### src/rtl/wide_addsub_seq_pkg.sv
// Shared types, constants and the overflow rule for the wide add/sub sequencer.
package wide_addsub_pkg;

   localparam int SLICE_W = 16;
   localparam int GROUP_W = 4;
   localparam int GROUPS  = SLICE_W / GROUP_W;

   typedef enum logic [1:0] {
      IDLE = 2'd0,
      RUN  = 2'd1,
      DONE = 2'd2
   } state_t;

   // Overflow flag from the top slice: signed uses the carry into/out of the
   // sign bit, unsigned add reports carry-out, unsigned sub reports borrow.
   function automatic logic calc_of(input logic i_sign,
                                    input logic i_sub,
                                    input logic i_c15,
                                    input logic i_cout);
      logic v_of;
      if (i_sign) begin
         v_of = i_c15 ^ i_cout;
      end else if (i_sub) begin
         v_of = ~i_cout;
      end else begin
         v_of = i_cout;
      end
      return v_of;
   endfunction

endpackage

### src/rtl/wide_addsub_seq_if.sv
// Request/result bundle between the wide-operand requester and the sequencer.
interface wide_addsub_seq_if
   import wide_addsub_pkg::*;
#(
   parameter int WORDS = 4
) ();

   logic                       start;
   logic [SLICE_W*WORDS-1:0]   a;
   logic [SLICE_W*WORDS-1:0]   b;
   logic                       sub;
   logic                       sign;
   logic                       ready;
   logic                       done;
   logic [SLICE_W*WORDS-1:0]   sum;
   logic                       co;
   logic                       of;

   modport master (
      output start, a, b, sub, sign,
      input  ready, done, sum, co, of
   );

   modport slave (
      input  start, a, b, sub, sign,
      output ready, done, sum, co, of
   );

endinterface

### src/rtl/wide_addsub_seq_slice16.sv
// Combinational 16-bit carry-lookahead slice built from four 4-bit groups.
// Also exposes the carry into bit 15 so the caller can form signed overflow.
module addsub_slice16
   import wide_addsub_pkg::*;
(
   input  logic [SLICE_W-1:0] i_a,
   input  logic [SLICE_W-1:0] i_b,
   input  logic               i_cin,
   output logic [SLICE_W-1:0] o_s,
   output logic               o_cout,
   output logic               o_c15
);

   logic [SLICE_W-1:0] w_g;
   logic [SLICE_W-1:0] w_p;
   logic [GROUPS-1:0]  w_gg;
   logic [GROUPS-1:0]  w_gp;
   logic [GROUPS:0]    w_cg;
   logic [SLICE_W-1:0] w_c;

   assign w_g = i_a & i_b;
   assign w_p = i_a ^ i_b;

   // Group generate/propagate for each 4-bit group.
   always_comb begin
      w_gg = {GROUPS{1'b0}};
      w_gp = {GROUPS{1'b0}};
      for (int k = 0; k < GROUPS; k++) begin
         w_gp[k] = &w_p[GROUP_W*k +: GROUP_W];
         w_gg[k] = w_g[GROUP_W*k+3]
                 | (w_p[GROUP_W*k+3] & w_g[GROUP_W*k+2])
                 | (w_p[GROUP_W*k+3] & w_p[GROUP_W*k+2] & w_g[GROUP_W*k+1])
                 | (w_p[GROUP_W*k+3] & w_p[GROUP_W*k+2] & w_p[GROUP_W*k+1] & w_g[GROUP_W*k]);
      end
   end

   // Second-level lookahead: every group carry-in straight from cin.
   assign w_cg[0] = i_cin;
   assign w_cg[1] = w_gg[0] | (w_gp[0] & i_cin);
   assign w_cg[2] = w_gg[1] | (w_gp[1] & w_gg[0]) | (w_gp[1] & w_gp[0] & i_cin);
   assign w_cg[3] = w_gg[2] | (w_gp[2] & w_gg[1]) | (w_gp[2] & w_gp[1] & w_gg[0])
                  | (w_gp[2] & w_gp[1] & w_gp[0] & i_cin);
   assign w_cg[4] = w_gg[3] | (w_gp[3] & w_gg[2]) | (w_gp[3] & w_gp[2] & w_gg[1])
                  | (w_gp[3] & w_gp[2] & w_gp[1] & w_gg[0])
                  | (w_gp[3] & w_gp[2] & w_gp[1] & w_gp[0] & i_cin);

   // Bit carries inside each group, seeded by that group's lookahead carry.
   always_comb begin
      logic [SLICE_W-1:0] v_c;
      v_c = {SLICE_W{1'b0}};
      for (int k = 0; k < GROUPS; k++) begin
         v_c[GROUP_W*k] = w_cg[k];
         for (int j = 1; j < GROUP_W; j++) begin
            v_c[GROUP_W*k+j] = w_g[GROUP_W*k+j-1] | (w_p[GROUP_W*k+j-1] & v_c[GROUP_W*k+j-1]);
         end
      end
      w_c = v_c;
   end

   assign o_s    = w_p ^ w_c;
   assign o_cout = w_cg[GROUPS];
   assign o_c15  = w_c[SLICE_W-1];

endmodule

### src/rtl/wide_addsub_seq.sv
// Wide add/subtract sequencer: streams 16-bit slices LSB-first through one
// CLA slice, one slice per clock, with the carry registered between slices.
module wide_addsub_seq
   import wide_addsub_pkg::*;
#(
   parameter int WORDS = 4
) (
   input  logic             clk,
   input  logic             rst_n,
   wide_addsub_seq_if.slave bus
);

   localparam int                N        = SLICE_W * WORDS;
   localparam int                IDX_W    = (WORDS > 1) ? $clog2(WORDS) : 1;
   localparam logic [IDX_W-1:0]  LAST_IDX = IDX_W'(WORDS - 1);

   state_t             r_state;
   logic [IDX_W-1:0]   r_idx;
   logic               r_carry;
   logic [N-1:0]       r_a;
   logic [N-1:0]       r_b;
   logic               r_sub;
   logic               r_sign;
   logic [N-1:0]       r_sum;
   logic               r_co;
   logic               r_of;
   logic               r_ready;
   logic               r_done;

   int                 w_base;
   logic [SLICE_W-1:0] w_a_slice;
   logic [SLICE_W-1:0] w_b_slice;
   logic [SLICE_W-1:0] w_b_op;
   logic [SLICE_W-1:0] w_s;
   logic               w_cout;
   logic               w_c15;
   logic [WORDS-1:0]   w_we;

   assign w_base    = int'(r_idx) * SLICE_W;
   assign w_a_slice = r_a[w_base +: SLICE_W];
   assign w_b_slice = r_b[w_base +: SLICE_W];

   // Subtraction adds the inverted B slice; the +1 comes from the initial carry.
   always_comb begin
      if (r_sub) begin
         w_b_op = ~w_b_slice;
      end else begin
         w_b_op = w_b_slice;
      end
   end

   addsub_slice16 u_slice (
      .i_a    (w_a_slice),
      .i_b    (w_b_op),
      .i_cin  (r_carry),
      .o_s    (w_s),
      .o_cout (w_cout),
      .o_c15  (w_c15)
   );

   // One-hot write enable for the result slice being produced this cycle.
   always_comb begin
      w_we = {WORDS{1'b0}};
      if (r_state == RUN) begin
         for (int k = 0; k < WORDS; k++) begin
            w_we[k] = (r_idx == IDX_W'(k));
         end
      end else begin
         w_we = {WORDS{1'b0}};
      end
   end

   // Sequencer: accept, walk the slices, flag completion, return to idle.
   always_ff @(posedge clk or negedge rst_n) begin
      if (!rst_n) begin
         r_state <= IDLE;
         r_idx   <= '0;
         r_carry <= 1'b0;
         r_a     <= '0;
         r_b     <= '0;
         r_sub   <= 1'b0;
         r_sign  <= 1'b0;
         r_co    <= 1'b0;
         r_of    <= 1'b0;
         r_ready <= 1'b1;
         r_done  <= 1'b0;
      end else begin
         case (r_state)
            IDLE: begin
               if (bus.start) begin
                  r_a     <= bus.a;
                  r_b     <= bus.b;
                  r_sub   <= bus.sub;
                  r_sign  <= bus.sign;
                  r_idx   <= '0;
                  r_carry <= bus.sub;
                  r_state <= RUN;
                  r_ready <= 1'b0;
               end
            end
            RUN: begin
               r_carry <= w_cout;
               if (r_idx == LAST_IDX) begin
                  r_idx   <= '0;
                  r_co    <= w_cout;
                  r_of    <= calc_of(r_sign, r_sub, w_c15, w_cout);
                  r_state <= DONE;
                  r_done  <= 1'b1;
               end else begin
                  r_idx   <= r_idx + IDX_W'(1);
               end
            end
            DONE: begin
               r_state <= IDLE;
               r_done  <= 1'b0;
               r_ready <= 1'b1;
            end
            default: begin
               r_state <= IDLE;
               r_idx   <= '0;
               r_done  <= 1'b0;
               r_ready <= 1'b1;
            end
         endcase
      end
   end

   // Result register: each slice is written once, in the cycle it is computed.
   always_ff @(posedge clk or negedge rst_n) begin
      if (!rst_n) begin
         r_sum <= '0;
      end else begin
         for (int k = 0; k < WORDS; k++) begin
            if (w_we[k]) begin
               r_sum[k*SLICE_W +: SLICE_W] <= w_s;
            end
         end
      end
   end

   assign bus.ready = r_ready;
   assign bus.done  = r_done;
   assign bus.sum   = r_sum;
   assign bus.co    = r_co;
   assign bus.of    = r_of;

endmodule

### src/flat_wrapper.sv
// flat-port wrapper written by rule: the top's interface ports become plain ports
module wide_addsub_seq_flat import wide_addsub_pkg::*;
#(
   parameter int WORDS = 4
)
  (clk, rst_n, bus_start, bus_a, bus_b, bus_sub, bus_sign, bus_ready, bus_done, bus_sum, bus_co, bus_of);
  wide_addsub_seq_if #(.WORDS(WORDS)) bus_i ();
  input  logic clk;
  input  logic rst_n;
  input wire logic [$bits(bus_i.start)-1:0] bus_start;
  input wire logic [$bits(bus_i.a)-1:0] bus_a;
  input wire logic [$bits(bus_i.b)-1:0] bus_b;
  input wire logic [$bits(bus_i.sub)-1:0] bus_sub;
  input wire logic [$bits(bus_i.sign)-1:0] bus_sign;
  output wire logic [$bits(bus_i.ready)-1:0] bus_ready;
  output wire logic [$bits(bus_i.done)-1:0] bus_done;
  output wire logic [$bits(bus_i.sum)-1:0] bus_sum;
  output wire logic [$bits(bus_i.co)-1:0] bus_co;
  output wire logic [$bits(bus_i.of)-1:0] bus_of;
  assign bus_i.start = bus_start;
  assign bus_i.a = bus_a;
  assign bus_i.b = bus_b;
  assign bus_i.sub = bus_sub;
  assign bus_i.sign = bus_sign;
  assign bus_ready = bus_i.ready;
  assign bus_done = bus_i.done;
  assign bus_sum = bus_i.sum;
  assign bus_co = bus_i.co;
  assign bus_of = bus_i.of;
  wide_addsub_seq #(.WORDS(WORDS)) u_core (.clk(clk), .rst_n(rst_n), .bus(bus_i));
endmodule
### config.mk
export PLATFORM = sky130hd
export DESIGN_NAME = wide_addsub_seq_flat
export DESIGN_NICKNAME = d
export VERILOG_FILES = /design/src/rtl/wide_addsub_seq_pkg.sv /design/src/rtl/wide_addsub_seq_if.sv /design/src/rtl/wide_addsub_seq_slice16.sv /design/src/rtl/wide_addsub_seq.sv /design/src/flat_wrapper.sv
export SDC_FILE = /design/constraint.sdc
export NUM_CORES = 1
export LEC_CHECK = 0
export CAP_MARGIN = 20
export CORE_UTILIZATION = 42
export CTS_BUF_LIST = sky130_fd_sc_hd__clkbuf_4 sky130_fd_sc_hd__clkbuf_8 sky130_fd_sc_hd__clkbuf_16
export DETAILED_ROUTE_END_ITERATION = 8
export PLACE_DENSITY = 0.68
export REMOVE_ABC_BUFFERS = 1
export SYNTH_ARGS = -nofsm -noshare
export SYNTH_HDL_FRONTEND = slang
export SYNTH_HIERARCHICAL = 1
export SYNTH_SLANG_ARGS = --single-unit
### constraint.sdc
create_clock -name clk -period 5.1 [get_ports clk]
set_input_delay 0.765 -clock clk [delete_from_list [all_inputs] [get_ports clk]]
set_output_delay 0.765 -clock clk [all_outputs]
set_load 0.02 [all_outputs]
==> qor.txt <==
Run status - complete, no violations
Synth unique cells - 33
Cts bufs inserted - 22
Worst-Skew Late Latency - 0.50 ns
Critical path endpoint category - register
Hold Fails Final Rpt - 0
Fin nets - 954
Worst Tran Pin Value - 1.054 ns
Largest net degree at the start of global routing - 126
Unrepaired setup endpoints after global routing - no
Top sig layer - met4
Clock Skew - 0.01408 ns
Remaining DRCs - 0
Fin crit share - 0.8466
Largest stage delay, worst path - 0.61 ns
Fin. max-slew vios - 0
CP Cell Sequence - buf_12, mux4_2, xor2_1, ha_1, a21oi_1, nor2_1, a211oi_1, nand3_1, fa_1, fa_1, inv_1, fa_1, inv_1, mux2i_1, xnor2_1, mux2_2
CTS resizes - 0
H-tree Lvls - 1
First-pass GRT wire length - 33620 um
WP buf/inv - 3
Total wire length - 21410 um
Clock sink total - 203
Fill cells - 1773
Vias in the first global route - 6153
PortBufs - 200
Metal2 WL - 11150 um
Multi-input gate area - 3918 sq um
Initial antenna violation count - 0
Hpwl dp - 15720 um
Top delay family on crit path - adder cells
Placed Area - 11530 sq um
WL met1 - 8866 um
DRT iter0 DRCs - 178
Synth Cell Area - 9344 sq um
Ant. Diodes - 0
Reg area - 5082 sq um
CP required - 5.48 ns
CTS Hold Buffers Added - 0
Layout area overhead - 31.25%
Clock Tree Root - clkbuf_16
CTS tree - built
Clock transition at the registers of the reported paths - 0.06 ns
Critical-path maximum fanout - 19
Routed Antenna Nets - 0
Site Rows - 54
Internal reg-to-reg setup slack - 0.78 ns
GRT overflow - 0
Longest Clk Path Bufs - 3
Avg Vias per Cell - 5.130
Max Clk Rate - 0.2316 GHz
Final setup fails - 0
I/O Pins - 201
Via count - 5561
Mean Syn Cell Area - 15.86 sq um
Share of post-route cells with drive strength above 1 - 0.2413
Hold Path Class - in -> async
Avg WL per Cell - 19.75 um
Post-layout min period - 4.318 ns
WP data arrival - 4.70 ns
Syn Inst Count - 589
CP Class - reg -> reg
Core area - 21820 sq um
Crit-path most repeated cell - fa_1
Die Width - 151.2 um
Startpoint Class - register
Synth Register Bits - 203
Die ar. - 22850 sq um
Post-synthesis sequential area ratio - 0.5438
Warnings, synthesis - 6
RD Place Congestion - 0.7579
Initial core utilization - 0.4282
Setup bufs post-CTS - 0
Slew headroom - 0.2959
Die span in y - 151.2 um
Met3 routed WL - 962 um
MaxCap Viol Count - 0
Design area - 12260 sq um
Worst path slowest cell - dfrtp_2
DRT Pass-1 Iters - 4
Global Route Usage Sum - 0.1951
==> metal layers <==
metal / vias to the layer above / global-route usage
met1: 2887 / 0.2500
met4: 0 / 0.05500
met3: 28 / 0.02741
met2: 140 / 0.3438
met5: - / 0
li1: 2506 / -
==> synth_stat cells <==
master / count / area [sq um]
a211o_1: 1 / 8.760
a211oi_1: 1 / 7.510
a21o_1: 2 / 15.01
a21oi_1: 6 / 30.03
a21oi_2: 1 / 8.760
a22o_1: 2 / 17.52
and3b_1: 1 / 8.760
and4_1: 2 / 17.52
buf_2: 11 / 55.05
buf_4: 7 / 52.55
buf_6: 13 / 146.4
clkbuf_1: 1 / 3.750
dfrtp_1: 202 / 5055
dfstp_2: 1 / 26.28
fa_1: 12 / 240.2
ha_1: 20 / 250.2
inv_1: 25 / 93.84
mux2_1: 90 / 1013
mux2_2: 106 / 1194
mux2i_1: 2 / 20.02
mux4_2: 32 / 720.7
nand2_1: 3 / 11.26
nand2_4: 3 / 33.78
nand3_1: 2 / 10.01
nand4_1: 1 / 6.260
nor2_1: 9 / 33.78
nor2b_1: 4 / 25.02
nor3_1: 1 / 5.000
nor3b_2: 1 / 12.51
o21ai_0: 5 / 25.02
o31ai_2: 1 / 12.51
xnor2_1: 4 / 35.03
xor2_1: 17 / 148.9
==> cell usage in the layout (no fill, tap or decap), drive strengths merged, types with 2 or more instances in the layout <==
master | synthesis | layout
dfrtp | 202 | 202
clkdlybuf4s50 | 0 | 199
mux2 | 196 | 196
clkbuf | 1 | 35
mux4 | 32 | 32
inv | 25 | 25
ha | 20 | 20
xor2 | 17 | 17
fa | 12 | 12
nor2 | 9 | 9
buf | 31 | 8
a21oi | 7 | 7
nand2 | 6 | 6
o21ai | 5 | 5
clkinv | 0 | 4
nor2b | 4 | 4
xnor2 | 4 | 4
mux2i | 2 | 2
a22o | 2 | 2
nand3 | 2 | 2
a21o | 2 | 2
and4 | 2 | 2
==> logic make-up (layout without fill, tap and decap cells) <==
logic type	count (synthesis)	in the layout	synth area share
AOI/OAI and AO/OA	19	19	0.01339
xor gates and xnor gates	21	21	0.01968
adders and majority gates	32	32	0.05249
buffers and inverters	57	272	0.03763
DFF	203	203	0.5438
muxes	230	230	0.3155
and+or+nand+nor	27	27	0.01754
==> registers in the layout (all words and copies together), names as in the netlist <==
register and count:
u_core/r_idx 2, u_core/r_state 2, u_core/bus.ready 1, u_core/r_b 64, u_core/bus.co 1, u_core/bus.of 1, u_core/r_sub 1, u_core/r_sign 1
u_core/r_carry 1, u_core/bus.sum 64, u_core/bus.done 1, u_core/r_a 64
==> through the flow <==
| stage | hold slack, ns | setup slack [ns] | util | cells | TNS [ns] |
|---|---|---|---|---|---|
| after global routing | 0.5006 | 0.4243 | 0.5620 | 1084 | 0 |
| after global placement | 0.4623 | 0.8386 | 0.5286 | 1045 | 0 |
| final | 0.3897 | 0.7821 | 0.5620 | 1084 | 0 |
| after floorplan | 0.4526 | -1.554 | - | 557 | -181.88 |
| after CTS | 0.4593 | 0.7452 | 0.5620 | 1084 | 0 |
| after detailed placement | 0.4708 | 0.7466 | 0.5286 | 1045 | 0 |
==> worst paths after layout <==
path,from,endpoint,depth (start not counted)
hold / removal,rst_n,u_core/r_b[18],1
setup reg to reg,u_core/r_idx[0],u_core/bus.of,16
min in group clk,u_core/r_b[47],u_core/r_b[47],1
setup / recovery,u_core/r_idx[0],u_core/bus.of,16
max in group asynchronous,rst_n,u_core/bus.sum[4],2
hold reg to reg,u_core/r_b[47],u_core/r_b[47],1
==> cell type report <==
type / count / share of cell area
multi-input combinational: 329 / 0.3194
inverter: 25 / 0.007651
clock buffer: 34 / 0.05723
clock inverter: 5 / 0.002244
sequential: 203 / 0.4144
timing repair buffer: 208 / 0.1705
tap: 280 / 0.02857
Power is not shown: default switching activity piles up to over one toggle a cycle in this logic, so the estimate is an artifact.
